**src/rtl/uart_apb_pkg.sv**
```systemverilog
// Shared types for the two-requester APB arbiter in front of the UART.
// FSM states, bus widths and the requester id.
package uart_apb_pkg;

  localparam int AW = 32;
  localparam int DW = 32;

  typedef enum logic [1:0] {
    IDLE   = 2'd0,
    SETUP  = 2'd1,
    ACCESS = 2'd2
  } state_e;

  typedef logic req_id_t;

endpackage

```
**src/rtl/uart_apb_arb_if.sv**
```systemverilog
// Requester and APB signal bundle for uart_apb_arb.
// master: the arbiter's view; slave: the environment's view.
interface uart_apb_arb_if;
  import uart_apb_pkg::*;

  logic          m0_req;
  logic          m0_write;
  logic [AW-1:0] m0_addr;
  logic [DW-1:0] m0_wdata;
  logic          m0_done;
  logic [DW-1:0] m0_rdata;

  logic          m1_req;
  logic          m1_write;
  logic [AW-1:0] m1_addr;
  logic [DW-1:0] m1_wdata;
  logic          m1_done;
  logic [DW-1:0] m1_rdata;

  logic          psel;
  logic          penable;
  logic          pwrite;
  logic [AW-1:0] paddr;
  logic [DW-1:0] pwdata;
  logic          pready;
  logic [DW-1:0] prdata;

  modport master (
    input  m0_req, m0_write, m0_addr, m0_wdata,
    input  m1_req, m1_write, m1_addr, m1_wdata,
    input  pready, prdata,
    output m0_done, m0_rdata,
    output m1_done, m1_rdata,
    output psel, penable, pwrite,
    output paddr, pwdata
  );

  modport slave (
    output m0_req, m0_write, m0_addr, m0_wdata,
    output m1_req, m1_write, m1_addr, m1_wdata,
    output pready, prdata,
    input  m0_done, m0_rdata,
    input  m1_done, m1_rdata,
    input  psel, penable, pwrite,
    input  paddr, pwdata
  );

endinterface

```
**src/rtl/uart_apb_arb_sel.sv**
```systemverilog
// Winner selection between the two eligible requesters.
// UART_APB_ARB_RR_EN: round-robin on contention, else requester 0 wins.
module uart_apb_arb_sel
  import uart_apb_pkg::*;
(
  input  logic    elig0,
  input  logic    elig1,
  input  req_id_t last,
  output logic    gnt_vld,
  output req_id_t gnt_id
);

  req_id_t pref;

`ifdef UART_APB_ARB_RR_EN
  assign pref = ~last;
`else
  logic unused_last;
  assign unused_last = last;
  assign pref = 1'b0;
`endif

  always_comb begin
    gnt_vld = elig0 | elig1;
    gnt_id  = 1'b0;
    unique case (1'b1)
      (elig0 & elig1):  gnt_id = pref;
      (elig1 & ~elig0): gnt_id = 1'b1;
      (elig0 & ~elig1): gnt_id = 1'b0;
      default:          gnt_id = 1'b0;
    endcase
  end

endmodule

```
**src/rtl/uart_apb_arb.sv**
```systemverilog
// Two-requester arbiter driving one APB transfer at a time to the UART.
// UART_APB_ARB_RR_EN selects round-robin arbitration on contention.
module uart_apb_arb
  import uart_apb_pkg::*;
(
  input  logic           clk,
  input  logic           rst_,
  uart_apb_arb_if.master bus
);

  state_e        state_q, state_d;
  req_id_t       id_q, id_d;
  req_id_t       lg_q, lg_d;
  logic          wr_q, wr_d;
  logic [AW-1:0] addr_q, addr_d;
  logic [DW-1:0] wdata_q, wdata_d;
  logic [DW-1:0] rdata_q, rdata_d;
  logic          done0_q, done0_d;
  logic          done1_q, done1_d;

  logic          elig0, elig1;
  logic          gnt_vld;
  req_id_t       gnt_id;
  logic          busy;

  // a requester finishing this cycle may not be re-granted yet
  assign elig0 = bus.m0_req & ~done0_q;
  assign elig1 = bus.m1_req & ~done1_q;

  uart_apb_arb_sel u_sel (
    .elig0   (elig0),
    .elig1   (elig1),
    .last    (lg_q),
    .gnt_vld (gnt_vld),
    .gnt_id  (gnt_id)
  );

  always_comb begin
    state_d = state_q;
    id_d    = id_q;
    lg_d    = lg_q;
    wr_d    = wr_q;
    addr_d  = addr_q;
    wdata_d = wdata_q;
    rdata_d = rdata_q;
    done0_d = 1'b0;
    done1_d = 1'b0;
    unique case (state_q)
      IDLE: begin
        if (gnt_vld) begin
          id_d    = gnt_id;
          wr_d    = gnt_id ? bus.m1_write : bus.m0_write;
          addr_d  = gnt_id ? bus.m1_addr  : bus.m0_addr;
          wdata_d = gnt_id ? bus.m1_wdata : bus.m0_wdata;
          state_d = SETUP;
`ifdef UART_APB_ARB_RR_EN
          lg_d    = gnt_id;
`endif
        end
      end
      SETUP: state_d = ACCESS;
      ACCESS: begin
        if (bus.pready) begin
          state_d = IDLE;
          done0_d = ~id_q;
          done1_d = id_q;
          if (!wr_q) rdata_d = bus.prdata;
        end
      end
      default: state_d = IDLE;
    endcase
  end

  always_ff @(posedge clk or negedge rst_) begin
    if (!rst_) begin
      state_q <= IDLE;
      id_q    <= 1'b0;
      lg_q    <= 1'b1;
      wr_q    <= 1'b0;
      addr_q  <= '0;
      wdata_q <= '0;
      rdata_q <= '0;
      done0_q <= 1'b0;
      done1_q <= 1'b0;
    end else begin
      state_q <= state_d;
      id_q    <= id_d;
      lg_q    <= lg_d;
      wr_q    <= wr_d;
      addr_q  <= addr_d;
      wdata_q <= wdata_d;
      rdata_q <= rdata_d;
      done0_q <= done0_d;
      done1_q <= done1_d;
    end
  end

  assign busy        = (state_q != IDLE);
  assign bus.psel    = busy;
  assign bus.penable = (state_q == ACCESS);
  assign bus.pwrite  = busy & wr_q;
  assign bus.paddr   = busy ? addr_q  : '0;
  assign bus.pwdata  = busy ? wdata_q : '0;

  assign bus.m0_done  = done0_q;
  assign bus.m1_done  = done1_q;
  assign bus.m0_rdata = rdata_q;
  assign bus.m1_rdata = rdata_q;

endmodule

```
**src/flat_wrapper.sv**
```systemverilog
// flat-port wrapper written by rule: the top's interface ports become plain ports
module uart_apb_arb_flat import uart_apb_pkg::*;
  (clk, rst_, bus_m0_req, bus_m0_write, bus_m0_addr, bus_m0_wdata, bus_m1_req, bus_m1_write, bus_m1_addr, bus_m1_wdata, bus_pready, bus_prdata, bus_m0_done, bus_m0_rdata, bus_m1_done, bus_m1_rdata, bus_psel, bus_penable, bus_pwrite, bus_paddr, bus_pwdata);
  uart_apb_arb_if bus_i ();
  input  logic clk;
  input  logic rst_;
  input wire logic [$bits(bus_i.m0_req)-1:0] bus_m0_req;
  input wire logic [$bits(bus_i.m0_write)-1:0] bus_m0_write;
  input wire logic [$bits(bus_i.m0_addr)-1:0] bus_m0_addr;
  input wire logic [$bits(bus_i.m0_wdata)-1:0] bus_m0_wdata;
  input wire logic [$bits(bus_i.m1_req)-1:0] bus_m1_req;
  input wire logic [$bits(bus_i.m1_write)-1:0] bus_m1_write;
  input wire logic [$bits(bus_i.m1_addr)-1:0] bus_m1_addr;
  input wire logic [$bits(bus_i.m1_wdata)-1:0] bus_m1_wdata;
  input wire logic [$bits(bus_i.pready)-1:0] bus_pready;
  input wire logic [$bits(bus_i.prdata)-1:0] bus_prdata;
  output wire logic [$bits(bus_i.m0_done)-1:0] bus_m0_done;
  output wire logic [$bits(bus_i.m0_rdata)-1:0] bus_m0_rdata;
  output wire logic [$bits(bus_i.m1_done)-1:0] bus_m1_done;
  output wire logic [$bits(bus_i.m1_rdata)-1:0] bus_m1_rdata;
  output wire logic [$bits(bus_i.psel)-1:0] bus_psel;
  output wire logic [$bits(bus_i.penable)-1:0] bus_penable;
  output wire logic [$bits(bus_i.pwrite)-1:0] bus_pwrite;
  output wire logic [$bits(bus_i.paddr)-1:0] bus_paddr;
  output wire logic [$bits(bus_i.pwdata)-1:0] bus_pwdata;
  assign bus_i.m0_req = bus_m0_req;
  assign bus_i.m0_write = bus_m0_write;
  assign bus_i.m0_addr = bus_m0_addr;
  assign bus_i.m0_wdata = bus_m0_wdata;
  assign bus_i.m1_req = bus_m1_req;
  assign bus_i.m1_write = bus_m1_write;
  assign bus_i.m1_addr = bus_m1_addr;
  assign bus_i.m1_wdata = bus_m1_wdata;
  assign bus_i.pready = bus_pready;
  assign bus_i.prdata = bus_prdata;
  assign bus_m0_done = bus_i.m0_done;
  assign bus_m0_rdata = bus_i.m0_rdata;
  assign bus_m1_done = bus_i.m1_done;
  assign bus_m1_rdata = bus_i.m1_rdata;
  assign bus_psel = bus_i.psel;
  assign bus_penable = bus_i.penable;
  assign bus_pwrite = bus_i.pwrite;
  assign bus_paddr = bus_i.paddr;
  assign bus_pwdata = bus_i.pwdata;
  uart_apb_arb u_core (.clk(clk), .rst_(rst_), .bus(bus_i));
endmodule
```
**config.mk**
```make
export PLATFORM = sky130hd
export DESIGN_NAME = uart_apb_arb_flat
export DESIGN_NICKNAME = d
export VERILOG_FILES = /design/src/rtl/uart_apb_pkg.sv /design/src/rtl/uart_apb_arb_if.sv /design/src/rtl/uart_apb_arb_sel.sv /design/src/rtl/uart_apb_arb.sv /design/src/flat_wrapper.sv
export SDC_FILE = /design/constraint.sdc
export NUM_CORES = 1
export LEC_CHECK = 0
export CAP_MARGIN = 15
export CORE_AREA = 4 4 115 117
export CTS_BUF_LIST = sky130_fd_sc_hd__clkbuf_8
export DETAILED_ROUTE_END_ITERATION = 12
export DIE_AREA = 0 0 119 121
export DONT_BUFFER_PORTS = 1
export PLACE_DENSITY = 0.55
export SYNTH_ARGS = -nofsm -noshare
export SYNTH_HDL_FRONTEND = slang
export SYNTH_SLANG_ARGS = --single-unit
```
**constraint.sdc**
```tcl
create_clock -name clk -period 2.3 [get_ports clk]
set_input_delay 0.23 -clock clk [delete_from_list [all_inputs] [get_ports clk]]
set_output_delay 0.23 -clock clk [all_outputs]
set_load 0.03 [all_outputs]
```
======== Word-level counts from Yosys, hierarchy flattened ========
Cells that the tools add are included.
word-level totals
  register bits ........................... 102
  bits of input ports ..................... 167
  output and inout bits ................... 133
  word-level logic and storage cells ...... 40
cells by class
  eq/ne operators ......................... 4
  mux-type cells .......................... 13
  bitwise operators ....................... 10
  reduce and logical (&&, ||, !) cells .... 5
operators with widths
  cell                                                    number
  2-to-1 mux 32 bit                                       4
  2-to-1 mux 1 bit                                        6
  case mux 2 bit (3 select lines)                         1
  NOT 1 bit                                               5
  bitwise AND 1 bit                                       4
  2-to-1 mux 2 bit                                        2
  AND reduction 2 bit                                     2
  AND reduction 3 bit                                     1
  equality test 2 x 1 -> 1 bit (second input constant)    1
  equality test 2 bit (second input constant)             1
  zero test 2 bit                                         1
  inequality test 2 x 1 -> 1 bit (second input constant)  1
  inequality test 2 bit (second input constant)           1
  nonzero test 2 bit                                      1
  OR 1 bit                                                1

======== Logic depth before layout (Yosys ltp) ========
  depth in word-level cells ............... 6
  gate-level depth with buffers ........... 5
  gate-level depth less buffers ........... 3

======== Cells and area by module ========
From an unflattened synthesis, not the netlist that was laid out.
unflattened totals
  cells, all modules ...................... 400
  area, all modules ....................... 5,452.7 µm²
modules (own cells, without submodules)
  module            instances  cells an instance  area an instance (µm²)  sequential area each (µm²)
  uart_apb_arb      1          398                5,440.2                 2,552.4
  uart_apb_arb_sel  1          2                  12.5                    0.0

======== Worst setup path before layout ========
Ideal clock, no wire load.
  path kind ............................... register to register
  start point ............................. register u_core.done0_q, in the netlist u_core.bus.m0_done
  end point ............................... register u_core.addr_q[27]
  library setup time ...................... 0.123 ns
  data arrival time ....................... 1.613 ns
  required time ........................... 2.177 ns
  path slack .............................. 0.564 ns
  stages on the path, launching flop included .. 6
  path buffers ............................ 2
  clock period less this slack ............ 1.736 ns
  cells stage by stage .................... dfrtp_1 > nor4b_1 > buf_2 > clkbuf_1 > or2b_1 > o221a_1
on the way
  longest elaborated chain between the ends .. 6
ends and longest elaborated chain
  item                    RTL line                source
  from (decl)             uart_apb_arb.sv:18      logic done0_q, done0_d;
  from (signal assigned)  uart_apb_arb.sv:93      done0_q <= done0_d;
  NOT 1 bit (*)           uart_apb_arb.sv:27      assign elig0 = bus.m0_req & ~done0_q;
  bitwise AND 1 bit (*)   uart_apb_arb.sv:27
  NOT 1 bit               uart_apb_arb_sel.sv:28  (elig1 & ~elig0): gnt_id = 1'b1;
  bitwise AND 1 bit       uart_apb_arb_sel.sv:28
  2-to-1 mux 1 bit        uart_apb_arb_sel.sv:26  unique case (1'b1)
  2-to-1 mux 32 bit       uart_apb_arb.sv:53      addr_d = gnt_id ? bus.m1_addr : bus.m0_addr;
  to (signal assigned)    uart_apb_arb.sv:90      addr_q <= addr_d;
  to (decl)               uart_apb_arb.sv:15      logic [AW-1:0] addr_q, addr_d;
Every way passes the cells marked *; elsewhere a longest branch is shown, timed or not.
A chain may end at the register's enable or synchronous reset.

======== Worst setup path in the final report ========
  start point ............................. register u_core.done0_q, in the netlist u_core.bus.m0_done
  end point ............................... register u_core.wr_q
on the way
  longest elaborated chain between the ends .. 6
ends and longest elaborated chain
  item                   RTL line                source
  NOT 1 bit (*)          uart_apb_arb.sv:27
  bitwise AND 1 bit (*)  uart_apb_arb.sv:27
  NOT 1 bit              uart_apb_arb_sel.sv:28
  bitwise AND 1 bit      uart_apb_arb_sel.sv:28
  2-to-1 mux 1 bit       uart_apb_arb_sel.sv:26
  2-to-1 mux 1 bit       uart_apb_arb.sv:52      wr_d = gnt_id ? bus.m1_write : bus.m0_write;
  to (signal assigned)   uart_apb_arb.sv:89      wr_q <= wr_d;
  to (decl)              uart_apb_arb.sv:14      logic wr_q, wr_d;
Marks and branches as above.

==> results.py <==
metrics = {
    "placed_design": {
        "gp_congestion": 0.7395,
        "place_hpwl_um": 9114,
        "io_buffers": 0,
    },
    "synth": {
        "ys_seq_area_share_pct": 51.24,
        "synth_seq_cells": 102,
        "synth.avg_cell_area_um2": 12.24,
        "syn-cell-area_um2": 4981,
        "synth_nets": 574,
        "ys.warnings.count": 0,
        "yosysUniqueCellTypes": 21,
        "syn_inst": 407,
    },
    "power_and_ir_drop": {
        "power_density_nw_per_um2": 1859,
        "p_leak_uw": 0.002064,
        "ir_drop_v": 0.0006293,
    },
    "critical_path": {
        "reg2reg_to": "u_core.wr_q$_DFFE_PN0P_",
        "worstSetupPathType": "reg -> reg",
        "cp.arrival_ns": 2.28,
        "r2r_start": "u_core.bus.m0_done$_DFF_PN0_",
        "cp-start-kind": "flop",
        "endpoint_kind": "flop",
        "r2r_slack_ns": 0.27,
        "r2r_cells": 3,
        "required_ns": 2.55,
        "worst-path-max-fanout": 66,
    },
    "sta": {
        "setup_tns_ns": 0,
        "tightest_slew_ns": 0.8541,
        "timing.fmax_mhz": 493.1,
        "finalSetupViolations": 0,
        "period_needed_ns": 2.028,
        "maxSlewViolCount": 0,
        "max-slew-margin-rel_pct": 43.06,
        "rsz0062_at_grt": "no",
        "fin_worst_skew_ns": 0.006963,
        "hold_violations": 102,
        "fin_hold_ws_ns": -0.4509,
        "finalCritPeriodShare_pct": 88.18,
    },
    "global_routing": {
        "grt_pass1_vias": 3450,
        "grt_max_degree": 103,
        "grt.total_usage_pct": 17.35,
        "overflow": 0,
        "grt_first_pass_wirelength_um": 19260,
        "antenna_found_initial": 1,
    },
    "routing": {
        "drt_iter0_markers": 173,
        "drc_errors": 0,
        "drt_wl_total_um": 12900,
        "dr.pass1.iters": 4,
        "via_per_inst": 5.432,
        "routedWlPerCell_um": 22.55,
        "detail-route-antenna-nets": 0,
        "routed-via-count": 3107,
    },
    "layout": {
        "layout-drive-gt1-share_pct": 21.75,
        "most-common-layout-cells": "dfrtp_1, and2_1, nand2b_1",
        "nFillCells": 1161,
        "layout_commonest_cell": "dfrtp_1",
        "syn_to_final_growth_pct": 8.365,
        "final_util_pct": 43.66,
        "fin_nets": 562,
        "seq_area_um2": 2552,
        "multi_input_area_um2": 2044,
        "n_antenna_cell": 0,
    },
    "floorplanning": {
        "fp.dieW_um": 119,
        "io_pins": 300,
        "dieArea_um2": 14400,
        "row_count": 41,
        "initial_core_util_pct": 40.29,
        "core_region_area_um2": 12360,
        "dieHeight_um": 121,
    },
    "clock_network": {
        "cts_sinks": 102,
        "htree_num_levels": 3,
        "clk_path_buf_depth": 2,
        "clk_latency_ns": 0.36,
        "path_clk_slew_ns": 0.10,
        "cts_setup_buffers": 0,
        "cts_root_buf": "clkbuf_8",
        "numCtsBuffers": 9,
        "cts_tree": "yes",
        "cts_hold_buf": 32,
        "ctsResizeCount": 0,
    },
    "run_status": {
        "failed_checks": "negative hold slack",
        "outcome": "finished with violations",
    },
    "flow_run": {
        "drv_cap": 0,
    },
    "min_path": {
        "min_path_type": "in -> async",
    },
}
==> kinds of logic (layout without fill, tap and decap cells) <==
| kind of cell | after synthesis | in the layout | share of synthesized area, % |
|---|---|---|---|
| buf+inv | 64 | 57 | 8.214 |
| flops | 102 | 102 | 51.24 |
| mux | 33 | 33 | 7.461 |
| compound gates | 67 | 67 | 14.90 |
| simple gates | 141 | 141 | 18.19 |
==> report_power, final <==
| group | internal, uW | leakage (uW) | switching (uW) |
|---|---|---|---|
| clock network | 498 | 0.000101 | 611 |
| logic | 1530 | 0.000799 | 2970 |
| registers | 2640 | 0.00116 | 1790 |
| total | 4670 | 0.00206 | 5360 |
==> area by class of cell <==
type                       instances  share of cell area (%)
tap                              172                   3.987
clock buffer                       9                   2.295
multi-input combinational        241                   37.88
timing repair buffer              40                   7.279
inverter                           1                 0.06954
clock inverter                     7                   1.205
sequential                       102                   47.29
==> cell usage after synthesis <==
master / instances / share of area [%]
or3b_4: 1 / 0.23
nor2_1: 4 / 0.30
or2_4: 1 / 0.18
mux2_2: 33 / 7.5
o21ai_0: 1 / 0.10
inv_1: 1 / 0.075
a21oi_1: 1 / 0.10
buf_1: 1 / 0.075
o221a_1: 39 / 8.8
buf_4: 32 / 4.8
o221a_2: 26 / 5.9
buf_6: 5 / 1.1
or2b_1: 18 / 2.7
nor4b_1: 1 / 0.18
nand2b_1: 49 / 6.2
buf_2: 9 / 0.90
nor2b_1: 1 / 0.13
clkbuf_1: 16 / 1.2
dfrtp_1: 102 / 51
nand3b_1: 1 / 0.15
and2_1: 65 / 8.2
==> flip-flops by register name, indices dropped and copies added, names as in the netlist <==
signal               flops
u_core.wdata_q          32
u_core.id_q              1
u_core.bus.m0_done       1
u_core.state_q           2
u_core.wr_q              1
u_core.bus.m0_rdata     32
u_core.addr_q           32
u_core.bus.m1_done       1
==> layer usage <==
metal	global-route usage [%]	up-vias	wire length (um)
met5	0	-	7
met2	30.24	174	6665
met1	19.44	1523	4892
met4	7.531	2	318
li1	-	1381	-
met3	5.641	27	1017
==> through the flow <==
stage / worst slack (ns) / cells / instance area [um^2] / power, uW
floorplan: 0.5644 / 407 / 4981 / 8586
global placement: 0.3151 / 524 / 4888 / 8906
detailed placement: 0.2843 / 524 / 4888 / 8991
CTS: 0.2508 / 572 / 5398 / 10170
global route: 0.1517 / 572 / 5398 / 10590
finish: 0.2718 / 572 / 5398 / 10030
==> how the worst max path moves through the flow <==
stage / slack (ns) / depth (start not counted) / startpoint / endpoint
2_1_floorplan: 0.56 / 5 / u_core.bus.m0_done$_DFF_PN0_ / u_core.addr_q[27]$_DFFE_PN0P_
3_3_place_gp: 0.32 / 3 / u_core.bus.m0_done$_DFF_PN0_ / u_core.wdata_q[31]$_DFFE_PN0P_
3_5_place_dp: 0.28 / 3 / u_core.bus.m0_done$_DFF_PN0_ / u_core.addr_q[4]$_DFFE_PN0P_
4_1_cts: 0.25 / 3 / u_core.state_q[0]$_DFFE_PN0P_ / bus_paddr[21]
5_1_grt: 0.15 / 3 / u_core.state_q[0]$_DFFE_PN0P_ / bus_paddr[21]
6_report: 0.27 / 3 / u_core.bus.m0_done$_DFF_PN0_ / u_core.wr_q$_DFFE_PN0P_
==> worst max-delay path, stage by stage (launching register included) <==
cell      delay (ns)
dfrtp_1         0.57
nand2b_1        0.23
or3b_4          0.70
o221a_2         0.39
Note: power is estimated with default switching activity, not from simulation.
